**src/rtl/lcd_result_writer.sv**
```systemverilog
// HD44780 result writer: powers up and initialises the panel, then shows each new
// 16-bit result as five ASCII decimal digits on line 1 via iterative double-dabble.
module lcd_result_writer #(
  parameter int EN_HIGH_CYC    = 25,
  parameter int CMD_WAIT_CYC   = 2500,
  parameter int CLEAR_WAIT_CYC = 100000,
  parameter int INIT_WAIT_CYC  = 1000000
) (
  input  logic        clk,
  input  logic        rst,
  input  logic [15:0] result_i,
  input  logic        valid_i,
  output logic        busy_o,
  output logic        done_o,
  output logic [7:0]  LCD_DATA,
  output logic        LCD_EN,
  output logic        LCD_RW,
  output logic        LCD_RS,
  output logic        LCD_ON,
  output logic        LCD_BLON
);

  localparam int MAX_A = (INIT_WAIT_CYC > CLEAR_WAIT_CYC) ? INIT_WAIT_CYC : CLEAR_WAIT_CYC;
  localparam int MAX_B = (CMD_WAIT_CYC > EN_HIGH_CYC) ? CMD_WAIT_CYC : EN_HIGH_CYC;
  localparam int MAX_C = (MAX_A > MAX_B) ? MAX_A : MAX_B;
  localparam int CW    = $clog2(MAX_C + 1);

  typedef enum logic [2:0] {
    S_INIT_WAIT,
    S_INIT_CMD,
    S_IDLE,
    S_CONVERT,
    S_WR_ADDR,
    S_WR_DIGIT
  } state_t;

  typedef enum logic [2:0] {
    PH_OFF,
    PH_SETUP,
    PH_EN,
    PH_HOLD,
    PH_WAIT
  } phase_t;

  state_t        state_q, state_d;
  phase_t        ph_q, ph_d;
  logic [CW-1:0] cnt_q, cnt_d;
  logic [2:0]    idx_q, idx_d;
  logic [4:0]    bit_q, bit_d;
  logic [15:0]   sh_q, sh_d;
  logic [19:0]   bcd_q, bcd_d;
  logic [15:0]   val_q, val_d;
  logic          pend_q, pend_d;
  logic [15:0]   pend_val_q, pend_val_d;
  logic [7:0]    data_q, data_d;
  logic          rs_q, rs_d;
  logic          en_q, en_d;
  logic          on_q;
  logic          done_q, done_d;

  logic          byte_done;
  logic          init_done;
  logic          conv_done;
  logic [CW-1:0] wait_len;

  function automatic logic [7:0] init_cmd(input logic [2:0] i);
    logic [7:0] c;
    case (i)
      3'd0:    c = 8'h38;
      3'd1:    c = 8'h0C;
      3'd2:    c = 8'h01;
      default: c = 8'h06;
    endcase
    return c;
  endfunction

  function automatic logic [7:0] digit_char(input logic [19:0] bcd, input logic [2:0] i);
    logic [3:0] d;
    case (i)
      3'd0:    d = bcd[19:16];
      3'd1:    d = bcd[15:12];
      3'd2:    d = bcd[11:8];
      3'd3:    d = bcd[7:4];
      default: d = bcd[3:0];
    endcase
    return {4'h3, d};
  endfunction

  // One double-dabble step: correct every BCD nibble >= 5, then shift {bcd, bin} left.
  function automatic logic [35:0] dabble_step(input logic [19:0] bcd, input logic [15:0] bin);
    logic [19:0] adj;
    adj = bcd;
    for (int k = 0; k < 5; k++) begin
      if (adj[4*k +: 4] >= 4'd5) adj[4*k +: 4] = adj[4*k +: 4] + 4'd3;
    end
    return {adj[18:0], bin, 1'b0};
  endfunction

  assign byte_done = (ph_q == PH_WAIT) && (cnt_q == '0);
  assign init_done = (state_q == S_INIT_WAIT) && (cnt_q == CW'(INIT_WAIT_CYC - 1));
  assign conv_done = (state_q == S_CONVERT) && (bit_q == 5'd17);
  assign wait_len  = ((state_q == S_INIT_CMD) && (idx_q == 3'd2)) ?
                     CW'(CLEAR_WAIT_CYC - 1) : CW'(CMD_WAIT_CYC - 1);

  always_ff @(posedge clk or negedge rst) begin
    if (!rst) begin
      state_q    <= S_INIT_WAIT;
      ph_q       <= PH_OFF;
      cnt_q      <= '0;
      idx_q      <= '0;
      bit_q      <= '0;
      sh_q       <= '0;
      bcd_q      <= '0;
      val_q      <= '0;
      pend_q     <= 1'b0;
      pend_val_q <= '0;
      data_q     <= '0;
      rs_q       <= 1'b0;
      en_q       <= 1'b0;
      on_q       <= 1'b0;
      done_q     <= 1'b0;
    end else begin
      state_q    <= state_d;
      ph_q       <= ph_d;
      cnt_q      <= cnt_d;
      idx_q      <= idx_d;
      bit_q      <= bit_d;
      sh_q       <= sh_d;
      bcd_q      <= bcd_d;
      val_q      <= val_d;
      pend_q     <= pend_d;
      pend_val_q <= pend_val_d;
      data_q     <= data_d;
      rs_q       <= rs_d;
      en_q       <= en_d;
      on_q       <= 1'b1;
      done_q     <= done_d;
    end
  end

  always_comb begin
    state_d = state_q;
    case (state_q)
      S_INIT_WAIT: if (init_done) state_d = S_INIT_CMD;
      S_INIT_CMD:  if (byte_done && (idx_q == 3'd3)) state_d = S_IDLE;
      S_IDLE:      if (valid_i || pend_q) state_d = S_CONVERT;
      S_CONVERT:   if (conv_done) state_d = S_WR_ADDR;
      S_WR_ADDR:   if (byte_done) state_d = S_WR_DIGIT;
      S_WR_DIGIT:  if (byte_done && (idx_q == 3'd4)) state_d = S_IDLE;
      default:     state_d = S_INIT_WAIT;
    endcase
  end

  always_comb begin
    ph_d       = ph_q;
    cnt_d      = cnt_q;
    idx_d      = idx_q;
    bit_d      = bit_q;
    sh_d       = sh_q;
    bcd_d      = bcd_q;
    val_d      = val_q;
    pend_d     = pend_q;
    pend_val_d = pend_val_q;
    data_d     = data_q;
    rs_d       = rs_q;
    en_d       = en_q;
    done_d     = 1'b0;

    // Byte strobe sequencing: SETUP -> EN high -> HOLD -> post-byte wait.
    case (ph_q)
      PH_SETUP: begin
        en_d  = 1'b1;
        ph_d  = PH_EN;
        cnt_d = CW'(EN_HIGH_CYC - 1);
      end
      PH_EN: begin
        if (cnt_q == '0) begin
          en_d = 1'b0;
          ph_d = PH_HOLD;
        end else begin
          cnt_d = cnt_q - CW'(1);
        end
      end
      PH_HOLD: begin
        ph_d  = PH_WAIT;
        cnt_d = wait_len;
      end
      PH_WAIT: if (cnt_q != '0) cnt_d = cnt_q - CW'(1);
      default: ;
    endcase

    case (state_q)
      S_INIT_WAIT: begin
        if (init_done) begin
          idx_d  = 3'd0;
          data_d = init_cmd(3'd0);
          rs_d   = 1'b0;
          ph_d   = PH_SETUP;
        end else begin
          cnt_d = cnt_q + CW'(1);
        end
      end
      S_INIT_CMD: begin
        if (byte_done) begin
          if (idx_q == 3'd3) begin
            ph_d = PH_OFF;
          end else begin
            idx_d  = idx_q + 3'd1;
            data_d = init_cmd(idx_q + 3'd1);
            rs_d   = 1'b0;
            ph_d   = PH_SETUP;
          end
        end
      end
      S_IDLE: begin
        // A fresh valid_i beats the stored pending value.
        if (valid_i) begin
          val_d  = result_i;
          pend_d = 1'b0;
          bit_d  = 5'd0;
        end else if (pend_q) begin
          val_d  = pend_val_q;
          pend_d = 1'b0;
          bit_d  = 5'd0;
        end
      end
      S_CONVERT: begin
        if (bit_q == 5'd0) begin
          sh_d  = val_q;
          bcd_d = '0;
          bit_d = 5'd1;
        end else if (bit_q != 5'd17) begin
          {bcd_d, sh_d} = dabble_step(bcd_q, sh_q);
          bit_d         = bit_q + 5'd1;
        end else begin
          data_d = 8'h80;
          rs_d   = 1'b0;
          ph_d   = PH_SETUP;
        end
      end
      S_WR_ADDR: begin
        if (byte_done) begin
          idx_d  = 3'd0;
          data_d = digit_char(bcd_q, 3'd0);
          rs_d   = 1'b1;
          ph_d   = PH_SETUP;
        end
      end
      S_WR_DIGIT: begin
        if (byte_done) begin
          if (idx_q == 3'd4) begin
            ph_d   = PH_OFF;
            done_d = 1'b1;
          end else begin
            idx_d  = idx_q + 3'd1;
            data_d = digit_char(bcd_q, idx_q + 3'd1);
            rs_d   = 1'b1;
            ph_d   = PH_SETUP;
          end
        end
      end
      default: ;
    endcase

    if ((state_q != S_IDLE) && valid_i) begin
      pend_d     = 1'b1;
      pend_val_d = result_i;
    end
  end

  always_comb begin
    busy_o   = (state_q != S_IDLE);
    done_o   = done_q;
    LCD_DATA = data_q;
    LCD_EN   = en_q;
    LCD_RW   = 1'b0;
    LCD_RS   = rs_q;
    LCD_ON   = on_q;
    LCD_BLON = on_q;
  end

endmodule

```
**config.mk**
```make
export PLATFORM = sky130hd
export DESIGN_NAME = lcd_result_writer
export DESIGN_NICKNAME = d
export VERILOG_FILES = /design/src/rtl/lcd_result_writer.sv
export SDC_FILE = /design/constraint.sdc
export NUM_CORES = 1
export LEC_CHECK = 0
export ABC_AREA = 1
export CORE_AREA = 10 10 121 123
export CTS_CLUSTER_DIAMETER = 50
export DETAILED_ROUTE_END_ITERATION = 16
export DIE_AREA = 0 0 131 133
export PLACE_DENSITY_LB_ADDON = 0.3
export SKIP_LAST_GASP = 1
export SYNTH_ARGS = -nofsm -noshare
export SYNTH_HDL_FRONTEND = slang
export SYNTH_SLANG_ARGS = --single-unit
```
**constraint.sdc**
```tcl
create_clock -name clk -period 5.5 [get_ports clk]
set_clock_uncertainty 0.1 [all_clocks]
set_input_delay 0.55 -clock clk [delete_from_list [all_inputs] [get_ports clk]]
set_output_delay 0.55 -clock clk [all_outputs]
set_load 0.05 [all_outputs]
```
==> results of run 1 <==
[worst max-delay path, cell delays in order]
cell,delay (ns)
clkdlybuf4s50_1,0.92
o21ai_2,1.08
nand2_2,0.26
o21ai_1,0.16
inv_1,0.08
a211oi_1,0.22
[kinds of logic (layout without fill, tap and decap cells)]
group | count (synthesis) | after routing | share of synthesized area [%]
simple gates | 426 | 426 | 27.7
buf+inv | 159 | 193 | 9.12
flops | 113 | 113 | 40.5
other cells | 2 | 3 | 0.108
compound gates | 203 | 203 | 15.7
fa+ha+maj | 21 | 21 | 3.76
xor+xnor | 25 | 25 | 3.14
[flip-flops by register name, indices dropped and copies added (netlist names)]
register    cells
bit_q           5
pend_val_q     16
sh_q           16
pend_q          1
cnt_q          20
LCD_EN          1
LCD_RS          1
state_q         3
LCD_BLON        1
done_o          1
val_q          16
bcd_q          20
ph_q            3
idx_q           3
LCD_DATA        6
[routing by layer]
metal,track usage [%],vias up
met1,28.0,2885
li1,-,3147
met4,7.05,0
met5,0,-
met2,28.7,226
met3,4.83,31
[metrics by stage]
step                hold slack, ns  power (mW)
finish                       0.108        2.46
global route                 0.174        2.58
global placement             0.355        1.34
CTS                          0.133        2.47
detailed placement           0.361        1.36
floorplan                    0.154        1.25
[worst min-delay path by stage]
| stage | from | to | slack, ns | depth (start not counted) |
|---|---|---|---|---|
| 2_1_floorplan | rst | LCD_BLON | 0.15 | 0 |
| 3_3_place_gp | LCD_DATA[2] | LCD_DATA[2] | 0.35 | 2 |
| 3_5_place_dp | LCD_DATA[2] | LCD_DATA[2] | 0.36 | 2 |
| 4_1_cts | rst | LCD_DATA[3] | 0.13 | 1 |
| 5_1_grt | rst | LCD_DATA[3] | 0.17 | 1 |
| 6_report | rst | cnt_q[16] | 0.11 | 1 |
[cell type report]
type / instances / area (µm²)
Fill cell: 1089 / 4400
Tap cell: 172 / 215
Sequential cell: 113 / 2830
Clock buffer: 18 / 439
Inverter: 129 / 484
Timing Repair Buffer: 32 / 315
Clock inverter: 14 / 156
Multi-Input combinational cell: 678 / 3520
[placed cells by master, fill, tap and decap left out, types with 2 or more instances in the layout]
cell type,count
inv_6,3
nor2_4,5
or2_2,6
xor2_1,25
nand4_1,16
o32ai_1,3
nand3_1,57
nor3_1,13
nand2_2,10
nor2_2,4
inv_2,5
nand3b_1,2
o22ai_1,20
nor2_1,85
ha_1,21
clkinv_2,3
nand2_4,4
nor2_8,2
clkinv_4,5
conb_1,3
o2bb2ai_1,4
dfrtp_1,113
a21oi_1,44
nand3_2,3
a31oi_1,5
bufinv_16,2
buf_4,2
clkdlybuf4s50_1,30
o21ai_1,4
o211ai_1,2
inv_1,123
a211oi_1,2
nand2_1,215
o21ai_0,116
clkbuf_16,17
[where the power goes]
part	internal (mW)	switching (mW)
registers	0.906	0.0540
logic	0.156	0.233
clock network	0.686	0.423
total	1.75	0.710
==> run metrics, run 1 <==
root buf cell=clkbuf_16; First-pass DRT Iterations=5; Std-Cell Rows=41; drt drc=0; syn_area_per_cell=approximately 7.4 µm²; drt initial violations=between 600 and 700; first-pass GRT wire length=between 20000 and 30000 µm; die area=0.0174 mm²; final setup fails=0; synth top area cells=dfrtp_1 (41%), nand2_1 (12%), o21ai_0 (8.3%); post-synthesis sequential area ratio=between 40% and 50%; Top Ports=34; worst slew pin tran=1.07 ns; Avg WL per Cell=around 14 µm; postcts setup bufs=0; setup_tns=0 ns; Max IR drop VDD=around 200 µV; Critical Path RT=about 5.7 ns; GRT Util Overall=19.8%; vias per cell=5.44; EDFF count, synth=0; Post-synth ARST share=100%; DP HPWL=about 12000 µm; largest net degree at the start of global routing=60; Initial Util=a little under three fifths; distinct cell type count after synthesis=40; PortBufs=31; share of layout cells above drive strength 1=7.72%; pwr dens=309 mW/mm²; clk buf depth=2; commonest register cell after synthesis=dfrtp_1; Yosys warning count=0; clock-pin slew on the worst setup and hold paths=0.06 ns; area grow syn2layout=14.0%; normalized max-slew margin=between 20% and 30%; Final nets=approximately 1000; RSZ-0062 raised after global routing=false; post-route minimum period=3.05 ns; worst min path class=primary input to async pin; WS Path Type=primary input to register; depth of the most critical reg-to-reg path=6; top cell type's share of synthesized area=between 40% and 50%; final wirelength=between 15000 and 20000 µm; Inst Count DP=around 1100; Post-Syn Area=~0.007 mm²; area leader, netlist=dfrtp_1; WP data arrival=3.28 ns; Worst Setup EP=bit_q[2]; count leader, synth=nand2_1; met3 routed WL=between 1000 and 1500 µm; ant diodes=0; R2R setup slack=between 2 and 3 ns; die height=roughly 130 µm; initial antenna violation count=0; max cap viols=0; reg-to-reg endpoint=bcd_q[11]; vias in the first global route=around 6000; outcome=finished clean; via count=6289; nature of the critical path endpoint=register; startpoint types=primary input; area post-placement=roughly 0.0074 mm²; Yosys reg bits=approximately 110; H-tree levels=4; cts hold-fix bufs=0; Die W=between 100 and 150 µm; CTS tree=done; Placer Congestion=1.01; CP startpoint=valid_i; Post-synth top cells=nand2_1 (215), inv_1 (123), o21ai_0 (116), dfrtp_1 (113), nor2_1 (85); Mapped Cells=around 950; Final WS setup=approximately 2.4 ns; Post-CTS Resized=0; Top Metal Used=met4; Pleak=approximately 3.9 nW; overflow left after global routing=0; clock sinks=around 110; Antenna Nets Post-Route=0; Core Area=0.0124 mm²; fin cells=1156; worst skew pair latency=around 0.42 ns; WL met2=7210 µm; crit-path max FO=35; final instance area=roughly 0.0080 mm²; reg2reg start=bit_q[1]; Slew Viols, Final=0; Max Freq=around 330 MHz; fin crit share=between 50% and 60%; Place WS=1.95 ns; Num CTS Buffers=17; Finished Core Util=between 60 and 70%; Metal-1 WL=7750 µm; Fin. Hold Viols=0
(Power assumes the default switching activity.)
==> run 2: changes to the inputs <==
--- a/config.mk
+++ b/config.mk
@@ -6,10 +6,10 @@
 export NUM_CORES = 1
 export LEC_CHECK = 0
 export ABC_AREA = 1
-export CORE_AREA = 10 10 121 123
+export CORE_AREA = 10 10 124 126
 export CTS_CLUSTER_DIAMETER = 50
 export DETAILED_ROUTE_END_ITERATION = 16
-export DIE_AREA = 0 0 131 133
+export DIE_AREA = 0 0 134 136
 export PLACE_DENSITY_LB_ADDON = 0.3
 export SKIP_LAST_GASP = 1
 export SYNTH_ARGS = -nofsm -noshare
==> constraint.sdc (replaced) <==
create_clock -name clk -period 2.6 [get_ports clk]
set_clock_uncertainty 0.1 [all_clocks]
set_input_delay 0.26 -clock clk [delete_from_list [all_inputs] [get_ports clk]]
set_output_delay 0.26 -clock clk [all_outputs]
set_load 0.05 [all_outputs]
==> run 2 against run 1 <==
Count of clock-buffer cells in the layout rose by 1. Setup slack got worse by 2.2 ns. Sequential share of layout area is 0.67 points lower. Clock power increased by 110%. Total power grew 110%. Largest cell class unchanged. Largest power group unchanged. Critical endpoint is now busy_o. Combinational power up 120%. Critical path depth shrank 1. Routed wire length increased by 4.9%. Final cell count increased by 1.8%. Die area is 4.6% higher.
==> run metrics, run 2 (same netlist as run 1, synthesis figures left out) <==
GRT Util Overall=19.6% (-0.19 points); Num CTS Buffers=17 (unchanged); Pleak=3.95 nW (+1.8%); share of layout cells above drive strength 1=9.19% (+1.5 points); Antenna Nets Post-Route=0 (unchanged); setup_tns=0 ns (unchanged); post-route minimum period=about 2.3 ns; worst slew pin tran=0.768 ns (-0.301 ns); fin crit share=90.1%; clk buf depth=2 (unchanged); CP delay by family, top=buffers and inverters; WS Path Type=register to primary output; PortBufs=31 (unchanged); ant diodes=0 (unchanged); Die W=134 µm (+2.3%); Std-Cell Rows=42 (+2.4%); most common cell after layout, fill and taps aside=nand2_1; WP data arrival=1.98 ns (-1.30 ns); Max IR drop VDD=517 µV (+160%); RSZ-0062 raised after global routing=false; outcome=finished clean; biggest regs=bcd_q: 20 flops, cnt_q: 20 flops; Core Area=0.0130 mm² (+5.0%); die area=0.0182 mm² (+4.6%); postcts setup bufs=0 (unchanged); final wirelength=17300 µm (+4.9%); WHS=0.319 ns (+0.211 ns); ordered cell list for the critical path=inv_2 -> nand2_1 -> nor2_1 -> inv_1 -> dlygate4sd2_1; Slew Viols, Final=0 (unchanged); clock sinks=113 (unchanged); startpoint types=register; Placer Congestion=1.02 (+0.82%); reg2reg start=cnt_q[0]; final setup fails=0 (unchanged); Top Ports=34 (unchanged); normalized max-slew margin=48.7% (+20 points); WP depth=5 (-1); reg-to-reg endpoint=cnt_q[13]; worst min path class=primary input to register; worst skew pair latency=0.42 ns (about the same); initial antenna violation count=0 (unchanged); Initial Util=53.8% (-2.7 points); root buf cell=clkbuf_16; Buf/Inv on CP=3 (+1); R2R setup slack=0.32 ns (-2.34 ns); largest net degree at the start of global routing=51 (-15%); crit-path max FO=5 (-86%); drt initial violations=589 (-4.4%); Critical Path RT=2.24 ns (-3.48 ns); Fin. Hold Viols=0 (unchanged); drt drc=0 (unchanged); Max Freq=427 MHz; depth of the most critical reg-to-reg path=12 (+6); most frequent cells in the layout=nand2_1 (215), inv_1 (123), o21ai_0 (116), dfrtp_1 (113), nor2_1 (85); DP HPWL=12200 µm (+5.1%); Worst Setup EP=busy_o; area grow syn2layout=16.2%; Final Total Pwr=5.24 mW (+110%); vias per cell=5.41 (-0.55%); overflow left after global routing=0 (unchanged); clock-pin slew on the worst setup and hold paths=0.06 ns (about the same); CP peak stage delay=0.45 ns (-0.63 ns); First-pass DRT Iterations=7 (+2); Inst Count DP=1144 (+1.8%); fin cells=1177 (+1.8%); CTS tree=done; H-tree levels=4 (unchanged); Final nets=1028 (+1.7%); Finished Core Util=62.5% (-1.9 points); CP startpoint=state_q[0]; max cap viols=0 (unchanged); vias in the first global route=6251 (+4.1%); pwr dens=646 mW/mm² (+110%); first-pass GRT wire length=29500 µm (+4.6%); die height=136 µm (+2.3%); slowest CP cell=dfrtp_1; Avg WL per Cell=14.7 µm (+3.1%); via count=6368 (+1.3%); nature of the critical path endpoint=primary output
-- run 2: per-stage QoR --
step | area (µm²) | worst slack (ns)
finish | 8110 | 0.257
global route | 8110 | 0.112
CTS | 8110 | 0.252
detailed placement | 7500 | 0.350
global placement | 7500 | 0.356
floorplan | 6990 | 0.586
-- run 2: repair_timing --
action,CTS,global route
endpoints found under the setup margin,1,0
hold buffers,1,0
hold endpoints to repair,47,0
gates resized for setup,1,0
-- run 2: per-layer routing --
| layer | track usage, % | up-vias | routed length, µm |
|---|---|---|---|
| met3 | 4.54 | 37 | 910 |
| met1 | 24.7 | 2907 | 7800 |
| met5 | 0 | - | 0 |
| met2 | 31.7 | 249 | 8120 |
| met4 | 8.59 | 0 | 446 |
| li1 | - | 3175 | - |
-- run 2: how the worst min path moves through the flow --
stage,from,to,slack [ns],cells after the start
2_1_floorplan,rst,LCD_BLON,-0.14,0
3_3_place_gp,rst,LCD_DATA[5],0.24,1
3_5_place_dp,rst,LCD_EN,0.25,1
4_1_cts,result_i[7],pend_val_q[7],0.31,3
5_1_grt,result_i[8],pend_val_q[8],0.33,3
6_report,result_i[7],pend_val_q[7],0.32,3
-- run 2: worst min-delay path: cells and delay by family --
kind,cells,cell delay (ns)
buffers and inverters,2,0.45
AO/OA/AOI/OAI,1,0.07
-- run 2: power breakdown --
group          internal, mW  switching (mW)  leakage, nW
clock                  1.48           0.885        0.287
sequential             1.92           0.116         1.44
combinational         0.337           0.514         2.22
-- run 2: cell type report --
cell class | instances | area (µm²)
tap | 176 | 220
inverter | 129 | 484
timing repair buffer | 49 | 457
sequential | 113 | 2830
multi-input combinational | 678 | 3520
fill | 1147 | 4870
clock buffer | 19 | 453
clock inverter | 13 | 149
==> run 3: changes to the inputs <==
--- a/config.mk
+++ b/config.mk
@@ -5,11 +5,10 @@
 export SDC_FILE = /design/constraint.sdc
 export NUM_CORES = 1
 export LEC_CHECK = 0
-export ABC_AREA = 1
-export CORE_AREA = 10 10 124 126
+export CORE_AREA = 10 10 119 121
 export CTS_CLUSTER_DIAMETER = 50
 export DETAILED_ROUTE_END_ITERATION = 16
-export DIE_AREA = 0 0 134 136
+export DIE_AREA = 0 0 129 131
 export PLACE_DENSITY_LB_ADDON = 0.3
 export SKIP_LAST_GASP = 1
 export SYNTH_ARGS = -nofsm -noshare
==> constraint.sdc (replaced) <==
create_clock -name clk -period 2.2 [get_ports clk]
set_clock_uncertainty 0.1 [all_clocks]
set_input_delay 0.22 -clock clk [delete_from_list [all_inputs] [get_ports clk]]
set_output_delay 0.22 -clock clk [all_outputs]
set_load 0.05 [all_outputs]
==> run 3 against run 2 <==
The flow now finishes with violations (negative setup slack). First-iteration DRC count increased by 48%. Highest routed layer unchanged. Largest power group unchanged. Non-clock buffer count increased by 130. Final cell count decreased by 12%.
==> run metrics, run 3 <==
outcome=finished, violations left; failing checks=negative setup slack; ant diodes=0 (unchanged); EDFF count, synth=0 (unchanged); final wirelength=22200 µm (+29%); First-pass DRT Iterations=5 (-2); depth of the most critical reg-to-reg path=7 (-5); vias in the first global route=6860 (+9.7%); post-route minimum period=between 2 and 3 ns; commonest register cell after synthesis=dfrtp_1; synth top area cells=dfrtp_1 (42%), mux2i_1 (5.2%), a21oi_1 (4.6%); CTS tree=done; final instance area=0.00939 mm² (+16%); WP data arrival=2.72 ns (+0.74 ns); GRT Util Overall=25.3% (+5.7 points); share of layout cells above drive strength 1=32.4% (+23 points); Post-synth ARST share=100% (unchanged); biggest regs=bcd_q: 20 flops, cnt_q: 20 flops; Yosys warning count=0 (unchanged); Critical Path RT=2.41 ns (+0.17 ns); final setup fails=35 (+35); syn_area_per_cell=9.22 µm² (+25%); most common cell after layout, fill and taps aside=buf_4; Num CTS Buffers=17 (unchanged); worst min path class=primary input to async pin; vias per cell=6.55 (+21%); die area=0.0169 mm² (-7.3%); normalized max-slew margin=60.0% (+11 points); reg2reg start=cnt_q[13]; clock-pin slew on the worst setup and hold paths=0.06 ns (about the same); Post-synth top cells=dfrtp_1 (113), a21oi_1 (62), nor2_1 (61), nand2_1 (60), o21ai_0 (48); Filler cells=705 (-39%); clk buf depth=2 (unchanged); drt initial violations=873 (+48%); root buf cell=clkbuf_16; nature of the critical path endpoint=register; drt drc=0 (unchanged); max cap viols=0 (unchanged); Top Ports=34 (unchanged); Max IR drop VDD=537 µV (+3.8%); via count=6807 (+6.9%); Mapped Cells=731 (-23%); initial antenna violation count=0 (unchanged); WS Path Type=register to register; Fin. Hold Viols=0 (unchanged); area grow syn2layout=39.4%; R2R setup slack=-0.32 ns (-0.64 ns); Antenna Nets Post-Route=0 (unchanged); crit-path max FO=4 (-1); area post-placement=0.00801 mm² (+6.8%); Die W=129 µm (-3.7%); PortBufs=31 (unchanged); Slew Viols, Final=0 (unchanged); fin crit share=114%; count leader, synth=dfrtp_1; Final nets=920 (-11%); H-tree levels=4 (unchanged); DP HPWL=13600 µm (+12%); largest net degree at the start of global routing=45 (-12%); clock sinks=113 (unchanged); Max Freq=~400 MHz; pwr dens=518 mW/mm² (-20%); multi-input logic area=0.00413 mm² (+17%); top cell type's share of synthesized area=42.0% (+1.5 points); Pleak=4.06 nW (+2.8%); first-pass GRT wire length=34200 µm (+16%); die height=131 µm (-3.7%); reg-to-reg endpoint=LCD_DATA[3]; worst slew pin tran=0.600 ns (-0.168 ns); overflow left after global routing=0 (unchanged); Avg WL per Cell=21.4 µm (+45%); Placer Congestion=0.963 (-5.5%); area leader, netlist=dfrtp_1; post-synthesis sequential area ratio=42.0% (+1.5 points); distinct cell type count after synthesis=75 (+88%); fin cells=1040 (-12%); startpoint types=register; setup_tns=-7.53 ns (-7.53 ns); Inst Count DP=968 (-15%); Final Total Pwr=4.87 mW (-7.1%); RSZ-0062 raised after global routing=true; Core Area=0.0118 mm² (-9.0%); Final WS setup=-0.317 ns (-0.574 ns); register area=0.00283 mm² (+0.22%); Std-Cell Rows=40 (-4.8%); Post-Syn Area=0.00674 mm² (-3.5%); Initial Util=57.0% (+3.2 points); most frequent cells in the layout=buf_4 (117), dfrtp_1 (108), nand2_1 (57), nor2_1 (57), a21oi_1 (52); Yosys reg bits=113 (unchanged); worst skew pair latency=0.42 ns (about the same)
==> run 3: cell families after synthesis <==
| logic type | count (synthesis) | share of synthesized area, % |
|---|---|---|
| AO/OA/AOI/OAI | 213 | 20.9 |
| buffers and inverters | 74 | 4.38 |
| adder cells (fa/ha/maj) | 22 | 4.05 |
| flip-flops | 113 | 42.0 |
| AND/OR/NAND/NOR | 234 | 17.6 |
| XOR/XNOR | 14 | 1.82 |
| multiplexers | 59 | 9.21 |
| other | 2 | 0.111 |
==> run 3: worst max path at each step <==
stage	slack, ns	depth (start not counted)	end	start
2_1_floorplan	-0.32	7	LCD_DATA[0]	cnt_q[6]
5_1_grt	-0.41	8	LCD_DATA[3]	cnt_q[7]
3_5_place_dp	-0.30	9	LCD_DATA[3]	cnt_q[0]
3_3_place_gp	-0.25	5	cnt_q[15]	cnt_q[13]
4_1_cts	-0.23	7	LCD_DATA[3]	cnt_q[13]
6_report	-0.32	7	LCD_DATA[3]	cnt_q[13]
==> run 3: power breakdown <==
part | internal, mW | leakage [nW] | switching [mW]
Combinational | 0.0973 | 2.33 | 0.114
Clock | 1.44 | 0.256 | 1.06
Sequential | 2.13 | 1.48 | 0.0288
==> run 3: worst max-delay path: stages, from the launching register on <==
cell and delay (ns):
dfrtp_1 0.38, or4_4 0.58, nor4_4 0.28, a31o_4 0.26
o211ai_4 0.09, a211oi_4 0.26, buf_6 0.16, mux2_4 0.30
==> run 3: cell type report <==
type,instances,share of cell area (%)
repair buffers,179,17.2
clock buffers,17,4.53
well taps,147,1.96
multi-input cells,545,44.0
inverters,24,0.986
flip-flops and latches,113,30.2
clock inverters,15,1.19
==> run 3: timing repair <==
action                                  CTS  global route
hold buffers                              1             0
endpoints found under the hold margin    40             0
buffers inserted                         22            24
resized for setup                        71            57
pin swaps                                29            34
endpoints found under the setup margin   35            42
cloned                                    2             0
==> run 3: routing by layer <==
layer | track usage, % | share of wire [%] | vias up
li1 | - | - | 2982
met1 | 29.4 | 37 | 3264
met2 | 42.9 | 49 | 430
met3 | 5.48 | 8.1 | 131
met4 | 14.1 | 5.6 | 0
met5 | 0 | 0 | -
==> run 3: per-stage QoR <==
stage | utilization, % | setup slack (ns) | hold slack [ns]
2_1_floorplan | - | -0.318 | -0.176
3_3_place_gp | 67.8 | -0.247 | 0.156
3_5_place_dp | 67.8 | -0.298 | 0.168
4_1_cts | 76.3 | -0.233 | 0.272
5_1_grt | 79.5 | -0.408 | 0.301
6_report | 79.5 | -0.317 | 0.240
